`config.mk`:
```
export PLATFORM = sky130hd
export DESIGN_NAME = instr_fetch_unit_flat
export DESIGN_NICKNAME = d
export VERILOG_FILES = /design/src/rtl/instr_fetch_unit_if.sv /design/src/rtl/instr_fetch_unit.sv /design/src/flat_wrapper.sv
export SDC_FILE = /design/constraint.sdc
export NUM_CORES = 1
export LEC_CHECK = 0
export CAP_MARGIN = 20
export CORE_MARGIN = 4
export CORE_UTILIZATION = 55
export DETAILED_ROUTE_END_ITERATION = 12
export PLACE_DENSITY = 0.79
export SYNTH_ARGS = -nofsm -noshare
export SYNTH_HDL_FRONTEND = slang
export SYNTH_SLANG_ARGS = --single-unit
```
`constraint.sdc`:
```
create_clock -name clk -period 7.6 [get_ports clk]
set_input_delay 1.14 -clock clk [delete_from_list [all_inputs] [get_ports clk]]
set_output_delay 1.14 -clock clk [all_outputs]
set_load 0.01 [all_outputs]
```
`src/rtl/instr_fetch_unit_if.sv`:
```
// Fetch-unit bus bundle: instruction ROM port, decode-side valid/ready handshake,
// redirect input and halt/fault status. The master modport is the fetch unit;
// the slave modport is the environment (ROM, consumer, branch resolution).
interface instr_fetch_unit_if;
   logic        imem_req;
   logic [31:0] imem_addr;
   logic [31:0] imem_rdata;
   logic [31:0] instr;
   logic [31:0] instr_pc;
   logic        instr_valid;
   logic        instr_ready;
   logic        redirect_valid;
   logic [31:0] redirect_pc;
   logic        halted;
   logic        fault;

   modport master (
      output imem_req, imem_addr, instr, instr_pc, instr_valid, halted, fault,
      input  imem_rdata, instr_ready, redirect_valid, redirect_pc
   );

   modport slave (
      input  imem_req, imem_addr, instr, instr_pc, instr_valid, halted, fault,
      output imem_rdata, instr_ready, redirect_valid, redirect_pc
   );
endinterface

```
`src/rtl/instr_fetch_unit.sv`:
```
// Instruction fetch unit: owns the PC, issues reads to a synchronous ROM (1-cycle
// latency), buffers {word, pc} in a prefetch FIFO and presents the head over a
// valid/ready handshake. Stops after delivering EBREAK; a redirect flushes and
// restarts fetch at a new PC.
// Optional feature macro: FETCH_MISALIGN_TRAP_EN -- a misaligned redirect target
// parks the unit in a FAULT state instead of being silently aligned.
module instr_fetch_unit #(
   parameter logic [31:0] RESET_PC   = 32'h0000_0000,
   parameter int          FIFO_DEPTH = 4
) (
   input  logic               clk,
   input  logic               reset_n,
   instr_fetch_unit_if.master bus
);

   localparam logic [31:0] EBREAK = 32'h0010_0073;
   localparam int          PTR_W  = $clog2(FIFO_DEPTH);
   localparam int          CNT_W  = PTR_W + 1;

   typedef enum logic [1:0] {
      S_RUN,
      S_DRAIN,
      S_HALTED
`ifdef FETCH_MISALIGN_TRAP_EN
      , S_FAULT
`endif
   } state_t;

   state_t             state_q, state_d;
   logic [31:0]        fetch_pc_q;
   logic               inflight_q;
   logic [31:0]        inflight_pc_q;
   logic [CNT_W-1:0]   count_q;
   logic [PTR_W-1:0]   rd_ptr_q, wr_ptr_q;
   logic [31:0]        fifo_data [FIFO_DEPTH];
   logic [31:0]        fifo_pc   [FIFO_DEPTH];

   logic               redirect;
   logic [31:0]        redirect_target;
   logic               resp_ebreak;
   logic               push;
   logic               pop;
   logic               head_valid;
   logic               issue;

   assign redirect        = bus.redirect_valid;
   // Low address bits are dropped so the fetch PC is always word aligned.
   assign redirect_target = bus.redirect_pc & 32'hFFFF_FFFC;
   assign resp_ebreak     = inflight_q && (bus.imem_rdata == EBREAK);

   // Responses are only kept while running and not being flushed.
   assign push       = inflight_q && (state_q == S_RUN) && !redirect;
   assign head_valid = (count_q != '0) && ((state_q == S_RUN) || (state_q == S_DRAIN));
   assign pop        = head_valid && bus.instr_ready;

   // Credit check counts the in-flight word so a response always finds a free slot;
   // an arriving EBREAK stops issue in the same cycle.
   assign issue = reset_n && (state_q == S_RUN) && !redirect && !resp_ebreak &&
                  ((count_q + CNT_W'(inflight_q)) < CNT_W'(FIFO_DEPTH));

   assign bus.imem_req    = issue;
   assign bus.imem_addr   = issue ? fetch_pc_q : 32'h0;
   assign bus.instr_valid = head_valid;
   assign bus.instr       = head_valid ? fifo_data[rd_ptr_q] : 32'h0;
   assign bus.instr_pc    = head_valid ? fifo_pc[rd_ptr_q]   : 32'h0;
   assign bus.halted      = (state_q == S_HALTED);
`ifdef FETCH_MISALIGN_TRAP_EN
   assign bus.fault       = (state_q == S_FAULT);
`else
   assign bus.fault       = 1'b0;
`endif

   // Next-state logic: redirect overrides everything, then EBREAK drain/halt.
   always_comb begin
      // NOTE: every output of a combinational block gets a default first, so no path leaves it unassigned and no latch is inferred.
      state_d = state_q;
      if (redirect) begin
         state_d = S_RUN;
`ifdef FETCH_MISALIGN_TRAP_EN
         if (bus.redirect_pc[1:0] != 2'b00) begin
            state_d = S_FAULT;
         end
`endif
      end else begin
         case (state_q)
            S_RUN:   if (push && resp_ebreak)            state_d = S_DRAIN;
            S_DRAIN: if (pop && (count_q == CNT_W'(1))) state_d = S_HALTED;
            default: state_d = state_q;
         endcase
      end
   end

   // Control state: FSM, PC, in-flight tracking and FIFO pointers.
   always_ff @(posedge clk or negedge reset_n) begin
      if (!reset_n) begin
         state_q       <= S_RUN;
         fetch_pc_q    <= RESET_PC;
         inflight_q    <= 1'b0;
         inflight_pc_q <= 32'h0;
         count_q       <= '0;
         rd_ptr_q      <= '0;
         wr_ptr_q      <= '0;
      end else begin
         // NOTE: sequential state uses non-blocking assignments so every register samples pre-edge values regardless of statement order.
         state_q    <= state_d;
         inflight_q <= issue;
         if (issue) begin
            inflight_pc_q <= fetch_pc_q;
         end
         if (redirect) begin
            fetch_pc_q <= redirect_target;
            count_q    <= '0;
            rd_ptr_q   <= '0;
            wr_ptr_q   <= '0;
         end else begin
            if (issue) fetch_pc_q <= fetch_pc_q + 32'd4;
            if (push)  wr_ptr_q   <= wr_ptr_q + PTR_W'(1);
            if (pop)   rd_ptr_q   <= rd_ptr_q + PTR_W'(1);
            count_q <= count_q + CNT_W'(push) - CNT_W'(pop);
         end
      end
   end

   // Prefetch storage: written on push, read at the head pointer.
   always_ff @(posedge clk) begin
      // NOTE: the storage array is not reset; count_q gates every read, so stale contents are never visible.
      if (push) begin
         fifo_data[wr_ptr_q] <= bus.imem_rdata;
         fifo_pc[wr_ptr_q]   <= inflight_pc_q;
      end
   end

endmodule

```
`src/flat_wrapper.sv`:
```
// flat-port wrapper written by rule: the top's interface ports become plain ports
module instr_fetch_unit_flat 
#(
   parameter logic [31:0] RESET_PC   = 32'h0000_0000,
   parameter int          FIFO_DEPTH = 4
)
  (clk, reset_n, bus_imem_req, bus_imem_addr, bus_instr, bus_instr_pc, bus_instr_valid, bus_halted, bus_fault, bus_imem_rdata, bus_instr_ready, bus_redirect_valid, bus_redirect_pc);
  instr_fetch_unit_if bus_i ();
  input  logic clk;
  input  logic reset_n;
  output wire logic [$bits(bus_i.imem_req)-1:0] bus_imem_req;
  output wire logic [$bits(bus_i.imem_addr)-1:0] bus_imem_addr;
  output wire logic [$bits(bus_i.instr)-1:0] bus_instr;
  output wire logic [$bits(bus_i.instr_pc)-1:0] bus_instr_pc;
  output wire logic [$bits(bus_i.instr_valid)-1:0] bus_instr_valid;
  output wire logic [$bits(bus_i.halted)-1:0] bus_halted;
  output wire logic [$bits(bus_i.fault)-1:0] bus_fault;
  input wire logic [$bits(bus_i.imem_rdata)-1:0] bus_imem_rdata;
  input wire logic [$bits(bus_i.instr_ready)-1:0] bus_instr_ready;
  input wire logic [$bits(bus_i.redirect_valid)-1:0] bus_redirect_valid;
  input wire logic [$bits(bus_i.redirect_pc)-1:0] bus_redirect_pc;
  assign bus_imem_req = bus_i.imem_req;
  assign bus_imem_addr = bus_i.imem_addr;
  assign bus_instr = bus_i.instr;
  assign bus_instr_pc = bus_i.instr_pc;
  assign bus_instr_valid = bus_i.instr_valid;
  assign bus_halted = bus_i.halted;
  assign bus_fault = bus_i.fault;
  assign bus_i.imem_rdata = bus_imem_rdata;
  assign bus_i.instr_ready = bus_instr_ready;
  assign bus_i.redirect_valid = bus_redirect_valid;
  assign bus_i.redirect_pc = bus_redirect_pc;
  instr_fetch_unit #(.RESET_PC(RESET_PC), .FIFO_DEPTH(FIFO_DEPTH)) u_core (.clk(clk), .reset_n(reset_n), .bus(bus_i));
endmodule
```
Word level (Yosys, flattened, before mapping):

Memories as Yosys holds them, arrays and structs flattened.
Cells that the tools add are included.

* bitwise operators: 0
* equal/unequal tests: 6
* $mul: 0
* shift operators: 0
* add/sub/neg operators: 6
* reduce and logical (&&, ||, !) cells: 21
* divide/modulo/power cells: 0
* magnitude comparators: 1
* mux-type cells: 16

Operator list (count)
* $mux 32: 5
* $add 32x3->32 const B: 1
* $eq 32x21->1 const B: 1
* $mux 2: 7
* $logic_and 1x1->1: 11
* $add 3x1->3: 2
* $ne 3x3->1 const B: 2
* $reduce_bool 2->1: 3
* $reduce_bool 3->1: 2
* $add 2x1->2 const B: 2
* $pmux 2 s2: 1
* $eq 3x1->1 const B: 1
* $lt 3x3->1 const B: 1
* $mux 3: 1
* $reduce_and 3->1: 1
* $sub 3x1->3: 1
* $eq 2x1->1 const B: 1
* $eq 2x2->1 const B: 1
* $logic_not 1->1: 2
* $logic_not 2->1: 1
* $mux 1: 2
* $logic_or 1x1->1: 1

* latch bits: 0
* memory bits (read-only): 0
* memories kept: 2
* bits of input ports: 68
* register bits after elaboration: 74
* RAM bits: 256
* output and inout port bits: 100
* word-level logic and storage cells: 59

Memories
* u_core.fifo_data: depth 4, width 32, rd ports 1, clocked after Yosys merged registers in 0, wr ports 1, line instr_fetch_unit.sv:35 `logic [31:0] fifo_data [FIFO_DEPTH];`
* u_core.fifo_pc: depth 4, width 32, rd ports 1, clocked after Yosys merged registers in 0, wr ports 1, line instr_fetch_unit.sv:36 `logic [31:0] fifo_pc [FIFO_DEPTH];`

Depth between registers and ports, before layout:

Gate-level depths: netlist (run 1).

* depth in word-level cells: 8
* mapped depth: 11
* mapped depth without buffers: 11

Worst setup path after synthesis (run 1):

OpenSTA, ideal clock, no wires.

* path kind: in2out
* start point: in bus_imem_rdata[2]
* end point: out bus_imem_addr[22]
* buffers on the path: 1
* setup slack: 4.006 ns
* data required time: 6.460 ns
* arrival: 2.454 ns
* stages: 6
* path through: nor4_1 nand4_1 nor3_4 nor3_4 clkbuf_1 and2_1

* longest elaborated chain between the ends: 6

RTL lines
* start, declared: line flat_wrapper.sv:18 `input wire logic [$bits(bus_i.imem_rdata)-1:0] bus_imem_rdata;`
* $eq 32x21->1: line instr_fetch_unit.sv:49 `assign resp_ebreak = inflight_q && (bus.imem_rdata == EBREAK);`
* $logic_and 1x1->1: line instr_fetch_unit.sv:49
* $logic_not 1->1: line instr_fetch_unit.sv:58 `assign issue = reset_n && (state_q == S_RUN) && !redirect && !resp_ebreak &&`
* $logic_and 1x1->1 (2 in series): line instr_fetch_unit.sv:58
* named net bus_imem_req: line flat_wrapper.sv:11 `output wire logic [$bits(bus_i.imem_req)-1:0] bus_imem_req;`
* $mux 32: line instr_fetch_unit.sv:62 `assign bus.imem_addr = issue ? fetch_pc_q : 32'h0;`
* end, declared: line flat_wrapper.sv:12 `output wire logic [$bits(bus_i.imem_addr)-1:0] bus_imem_addr;`

The timed path passes the listed nets, and every way through them passes these cells.

Final worst setup path (run 1):

* start point: in bus_imem_rdata[2]
* end point: out bus_imem_addr[26]

* longest elaborated chain between the ends: 6

RTL lines (line)
* $eq 32x21->1: instr_fetch_unit.sv:49
* $logic_and 1x1->1: instr_fetch_unit.sv:49
* $logic_not 1->1: instr_fetch_unit.sv:58
* $logic_and 1x1->1 (2 in series): instr_fetch_unit.sv:58
* $mux 32: instr_fetch_unit.sv:62

No other way between the ends.

==> flow_summary.json, run 1 <==
{
  "status": "finished, final reports clean",
  "drt_wl_total_um": 28000,
  "yosysWarnings": 0,
  "htree_num_levels": 2,
  "post_cts_resized": 0,
  "grt_pass1_vias": 7824,
  "diodes": 0,
  "hpwl_um": 16500,
  "crit_arrival_ns": 4.47,
  "drtPass1Iterations": 5,
  "power.switching_mw": 1.36,
  "finalInstanceArea_um2": 16200,
  "worst_pin_slew_ns": 0.972,
  "combPwrFrac": 0.245,
  "hold_ws_ns": 0.508,
  "post_cts_buffers": 0,
  "via_per_inst": 5.91,
  "synthArstFlopShare": 0.220,
  "die_h_um": 163,
  "synthCells": 784,
  "synth-edff-count": 248,
  "crit_path_max_incr_delay_ns": 0.51,
  "grtUsageTotal": 0.215,
  "ant_nets": 0,
  "power_density_nw_per_um2": 322,
  "drc": 0,
  "finalSetupViolCount": 0,
  "vias": 7578,
  "max_slew_margin": 0.352,
  "drive_gt1_frac": 0.164,
  "layoutNonFillerInstCount": 1283,
  "postCtsHoldBufs": 0,
  "grt_max_degree": 63,
  "path_clk_slew_ns": 0.06,
  "post-route-min-period_ns": 5.61,
  "clock_path_buffers": 3,
  "max_freq_mhz": 178,
  "cp_max_fo": 61,
  "p_leak_nw": 5.44,
  "rsz0062_at_grt": "false",
  "placed_cell_area_um2": 15100,
  "fin_util": 0.688,
  "cp_slowest_cell": "clkdlybuf4s50_1",
  "tns_ns": 0,
  "setup_ws_ns": 1.99,
  "post-place-ws_ns": 1.95,
  "hold_viol": 0,
  "startpoint_type": "input port",
  "cap_violations": 0,
  "start_util": 0.563,
  "grt_pass1_wl_um": 44400,
  "antenna_found_initial": 2,
  "required_ns": 6.46,
  "worst-setup-path-type": "in2out",
  "synth_cell_types": 51,
  "place_congestion": 0.825,
  "drv_slew": 0,
  "final_nets": 1016,
  "routedWlPerCell_um": 21.8,
  "synthesis.area_um2": 13300,
  "min_path_type": "in2async",
  "post-route-period-util": 0.738,
  "core_um2": 23600,
  "p_int_mw": 3.86,
  "endpoint_kind": "primary output",
  "p_total_mw": 5.22,
  "irDropWorstVdd_v": 0.000229,
  "dp.cells": 1223,
  "core.rowCount": 56,
  "fin_skew_ns": 0.0238,
  "avgSynthCellArea_um2": 16.9,
  "tritoncts": "built",
  "p_seq_frac": 0.433,
  "die_x_um": 163,
  "cts_made_buffers": 34,
  "yosysSeqAreaShare": 0.692,
  "die-area_um2": 26700,
  "ys.flop_type": "edfxtp_1",
  "cp_cell_sequence": "clkdlybuf4s50_1, nor4_1, nand4_1, nor3_4, buf_4, nor3_4, buf_4, and2_1, clkdlybuf4s50_1",
  "ios": 168,
  "portBuffers": 160,
  "cts-root-buf": "clkbuf_16",
  "swShare": 0.261,
  "clk_latency_ns": 0.51,
  "clockPowerShare": 0.322,
  "grt_overflow_total": 0,
  "synth_seq_cells": 318,
  "cts.sinks": 318,
  "synthToLayoutAreaGrowth_pct": 22.3,
  "dr.first_iter.drc_count": 543
}
cells in the mapped netlist (2+ instances only):
| cell type | count | area [um2] |
|---|---|---|
| a221o_1 | 3 | 30.0 |
| nand4_1 | 15 | 93.8 |
| or4_1 | 18 | 135 |
| ha_1 | 7 | 87.6 |
| buf_1 | 3 | 11.3 |
| a31oi_1 | 25 | 156 |
| buf_6 | 6 | 67.6 |
| or3_1 | 9 | 56.3 |
| and4_1 | 5 | 43.8 |
| nor4_1 | 4 | 25.0 |
| and3_1 | 8 | 50.1 |
| o31a_1 | 2 | 17.5 |
| inv_1 | 5 | 18.8 |
| mux2_1 | 4 | 45.0 |
| edfxtp_1 | 248 | 7450 |
| o211ai_1 | 2 | 15.0 |
| mux4_2 | 62 | 1400 |
| clkbuf_1 | 23 | 86.3 |
| dfrtp_1 | 70 | 1750 |
| nor4b_2 | 2 | 30.0 |
| o21ai_0 | 8 | 40.0 |
| nand3_1 | 13 | 65.1 |
| buf_2 | 10 | 50.1 |
| nor2_1 | 38 | 143 |
| nor3_4 | 2 | 32.5 |
| and2_1 | 102 | 638 |
| nand2_4 | 2 | 22.5 |
| o31ai_1 | 16 | 120 |
| mux2_2 | 26 | 293 |
| nand2_1 | 11 | 41.3 |
| xor2_1 | 2 | 17.5 |
| buf_4 | 9 | 67.6 |
| xnor2_1 | 3 | 26.3 |
| a21oi_1 | 2 | 10.0 |
| o211a_1 | 2 | 20.0 |
| nor2b_1 | 2 | 12.5 |
cells by family after synthesis:
| group | count (synthesis) | synth area share |
|---|---|---|
| fa+ha+maj | 8 | 0.00810 |
| flops | 318 | 0.692 |
| simple gates | 238 | 0.109 |
| xor+xnor | 5 | 0.00330 |
| mux | 92 | 0.131 |
| buf+inv | 57 | 0.0230 |
| other cells | 1 | 0.000282 |
| compound gates | 65 | 0.0337 |
critical path, delay by kind of cell:
family,cells,cell delay [ns]
AND/OR/NAND/NOR,5,1.45
buffers and inverters,4,1.85
sequential cells by signal, summed over array words and instances (netlist names):
register,cells
u_core.fetch_pc_q,30
u_core.fifo_data,128
u_core.inflight_pc_q,30
u_core.rd_ptr_q,2
u_core.inflight_q,1
u_core.count_q,3
u_core.state_q,2
u_core.fifo_pc,120
u_core.wr_ptr_q,2
worst paths after layout:
kind	startpoint	end	slack (ns)	depth (start not counted)
setup / recovery	bus_imem_rdata[2]	bus_imem_addr[26]	1.99	9
hold reg to reg	u_core.inflight_pc_q[30]	u_core.fifo_pc[2][30]	0.51	0
max in group asynchronous	reset_n	u_core.inflight_pc_q[30]	6.13	2
min in group clk	u_core.inflight_pc_q[30]	u_core.fifo_pc[2][30]	0.51	0
setup reg to reg	u_core.count_q[1]	u_core.count_q[2]	4.16	12
hold / removal	reset_n	u_core.inflight_pc_q[6]	0.51	1
power groups by stage:
stage / Clock, mW / Sequential [mW] / Combinational (mW)
5_1_grt: 1.79 / 2.29 / 1.38
4_1_cts: 1.71 / 2.27 / 1.30
3_5_place_dp: 0 / 2.30 / 1.28
2_1_floorplan: 0 / 2.19 / 0.756
3_3_place_gp: 0 / 2.29 / 1.26
6_report: 1.68 / 2.26 / 1.28
layout by cell type (no fill, tap or decap), types with 9 or more instances in the layout:
cell type	netlist	routed
clkbuf_16	0	37
nand4_1	15	15
mux4_2	62	62
clkdlybuf4s50_1	0	159
or3_1	9	9
nand2_1	11	11
mux2_2	26	26
edfxtp_1	248	248
and2_1	102	98
a31oi_1	25	25
dfrtp_1	70	68
nand3_1	13	13
o31ai_1	16	16
nor2_1	38	38
or4_1	18	18
layer usage:
layer  global-route usage  share of wire
met2                0.340           0.49
met3               0.0565          0.079
met1                0.301           0.42
met4               0.0572          0.017
met5                    0         0.0012
cell type report:
class / count / area [um2]
Multi-Input combinational cell: 413 / 3820
Timing Repair Buffer: 167 / 1650
Inverter: 6 / 22.5
Fill cell: 1543 / 7360
Clock inverter: 17 / 205
Sequential cell: 318 / 9200
Tap cell: 319 / 399
Clock buffer: 43 / 948
No activity file was read; power rests on OpenSTA's default activity.
==> run 2, diff against run 1 <==
--- a/config.mk
+++ b/config.mk
@@ -7,9 +7,9 @@
 export LEC_CHECK = 0
 export CAP_MARGIN = 20
 export CORE_MARGIN = 4
-export CORE_UTILIZATION = 55
+export CORE_UTILIZATION = 50
 export DETAILED_ROUTE_END_ITERATION = 12
-export PLACE_DENSITY = 0.79
+export PLACE_DENSITY = 0.76
 export SYNTH_ARGS = -nofsm -noshare
 export SYNTH_HDL_FRONTEND = slang
 export SYNTH_SLANG_ARGS = --single-unit
==> constraint.sdc (replaced) <==
create_clock -name clk -period 5.16 [get_ports clk]
set_input_delay 0.774 -clock clk [delete_from_list [all_inputs] [get_ports clk]]
set_output_delay 0.774 -clock clk [all_outputs]
set_load 0.01 [all_outputs]
==> flow_summary.json, run 2 (synthesized netlist as in run 1, its figures left out) <==
{
  "drive_gt1_frac": 0.167,
  "status": "finished, final reports clean",
  "grt_max_degree": 71,
  "cap_violations": 0,
  "dp.cells": 1244,
  "drtPass1Iterations": 7,
  "ios": 168,
  "crit_buf_inv": 3,
  "hold_ws_ns": 0.507,
  "cts.sinks": 318,
  "largest_reg_flops": 128,
  "antenna_found_initial": 5,
  "start_util": 0.508,
  "tritoncts": "built",
  "layout_commonest_cell": "edfxtp_1",
  "reg_top3": "u_core.fifo_data x128, u_core.fifo_pc x120",
  "top_register": "u_core.fifo_data",
  "layoutNonFillerInstCount": 1305,
  "power_density_nw_per_um2": 464,
  "ant_nets": 0,
  "mostFrequentLayoutCells": "edfxtp_1 (248), clkdlybuf4s50_1 (159), and2_1 (98), dfrtp_1 (68), mux4_2 (62)",
  "routedWlPerCell_um": 22.0,
  "dr.first_iter.drc_count": 673,
  "r2r_slack_ns": 2.17,
  "post-route-period-util": 0.822,
  "multi_input_area_um2": 3820,
  "cts-root-buf": "clkbuf_16",
  "core_um2": 26100,
  "post_cts_resized": 0,
  "fin_skew_ns": 0.0139,
  "cts_made_buffers": 34,
  "fill_cells": 1914,
  "final_nets": 1021,
  "drc": 0,
  "grt_overflow_total": 0,
  "grt_pass1_vias": 7878,
  "cp_max_fo": 29,
  "cp_cell_sequence": "clkdlybuf4s50_1, nor4_1, nand4_1, nor3_4, nor3_4, buf_16, and2_1, clkdlybuf4s50_1",
  "min_path_type": "reg2reg",
  "p_leak_nw": 5.45,
  "worst-setup-path-type": "in2out",
  "irDropWorstVdd_v": 0.000341,
  "required_ns": 4.39,
  "placed_cell_area_um2": 15200,
  "die_x_um": 171,
  "postCtsHoldBufs": 0,
  "post_cts_buffers": 0,
  "finalSetupViolCount": 0,
  "crit_path_max_incr_delay_ns": 0.53,
  "post-route-min-period_ns": 4.24,
  "hold_viol": 0,
  "drt_wl_total_um": 28600,
  "portBuffers": 160,
  "clk_latency_ns": 0.50,
  "drv_slew": 0,
  "cp_slowest_cell": "nor4_1",
  "max_freq_mhz": 236,
  "rsz0062_at_grt": "false",
  "path_clk_slew_ns": 0.06,
  "tns_ns": 0,
  "endpoint_kind": "primary output",
  "grtUsageTotal": 0.196,
  "htree_num_levels": 2,
  "startpoint_type": "input port",
  "via_per_inst": 5.85,
  "die-area_um2": 29200,
  "die_h_um": 171,
  "synthToLayoutAreaGrowth_pct": 22.4,
  "vias": 7628,
  "worst_pin_slew_ns": 1.01,
  "cp_top_family": "simple AND/OR/NAND/NOR gates",
  "diodes": 0,
  "finalInstanceArea_um2": 16300,
  "core.rowCount": 59,
  "crit_arrival_ns": 3.47,
  "max_slew_margin": 0.323,
  "clock_path_buffers": 3,
  "place_congestion": 0.818,
  "grt_pass1_wl_um": 44400,
  "hpwl_um": 17300,
  "seqCellArea_um2": 9200
}
[run 2: final timing paths]
check / from / depth (start not counted) / end
max in group asynchronous: reset_n / 2 / u_core.rd_ptr_q[0]
min: u_core.inflight_pc_q[4] / 0 / u_core.fifo_pc[0][4]
max: bus_imem_rdata[2] / 8 / bus_imem_addr[5]
max reg2reg: u_core.count_q[1] / 12 / u_core.count_q[2]
min reg2reg: u_core.inflight_pc_q[4] / 0 / u_core.fifo_pc[0][4]
min in group asynchronous: reset_n / 2 / u_core.inflight_pc_q[25]
[run 2: where the power goes]
group          internal [mW]  switching (mW)  leakage [nW]
clock                   1.39           0.931         0.525
combinational           1.09           0.804          1.87
sequential              3.07           0.263          3.05
total                   5.55            2.00          5.45
[run 2: metrics by stage]
| step | setup slack [ns] | util | power, mW |
|---|---|---|---|
| global route | 0.834 | 0.622 | 7.90 |
| global placement | 0.792 | 0.580 | 5.26 |
| finish | 0.918 | 0.622 | 7.55 |
| floorplan | 2.07 | - | 4.34 |
| detailed placement | 0.952 | 0.581 | 5.31 |
| CTS | 0.919 | 0.622 | 7.63 |
[run 2: worst register-to-register path, delay by kind of cell (launching register included)]
family | cells | cell delay, ns
AO/OA/AOI/OAI | 1 | 0.46
XOR/XNOR | 2 | 0.30
adder cells (fa/ha/maj) | 3 | 0.74
buffers and inverters | 3 | 0.51
flip-flops | 1 | 0.44
AND/OR/NAND/NOR | 3 | 0.42
[run 2: area by class of cell]
class                      count  share of cell area
timing repair buffer         172               0.106
inverter                       6             0.00139
multi-input combinational    413               0.235
sequential                   318               0.566
tap                          335              0.0258
clock buffer                  51              0.0614
clock inverter                10             0.00454
[run 2: metal layers]
metal	up-vias	wire, um	GRT usage
met5	-	59	0
met3	61	1990	0.0416
met1	3855	12200	0.275
met2	303	13800	0.317
met4	8	611	0.0524
li1	3401	-	-
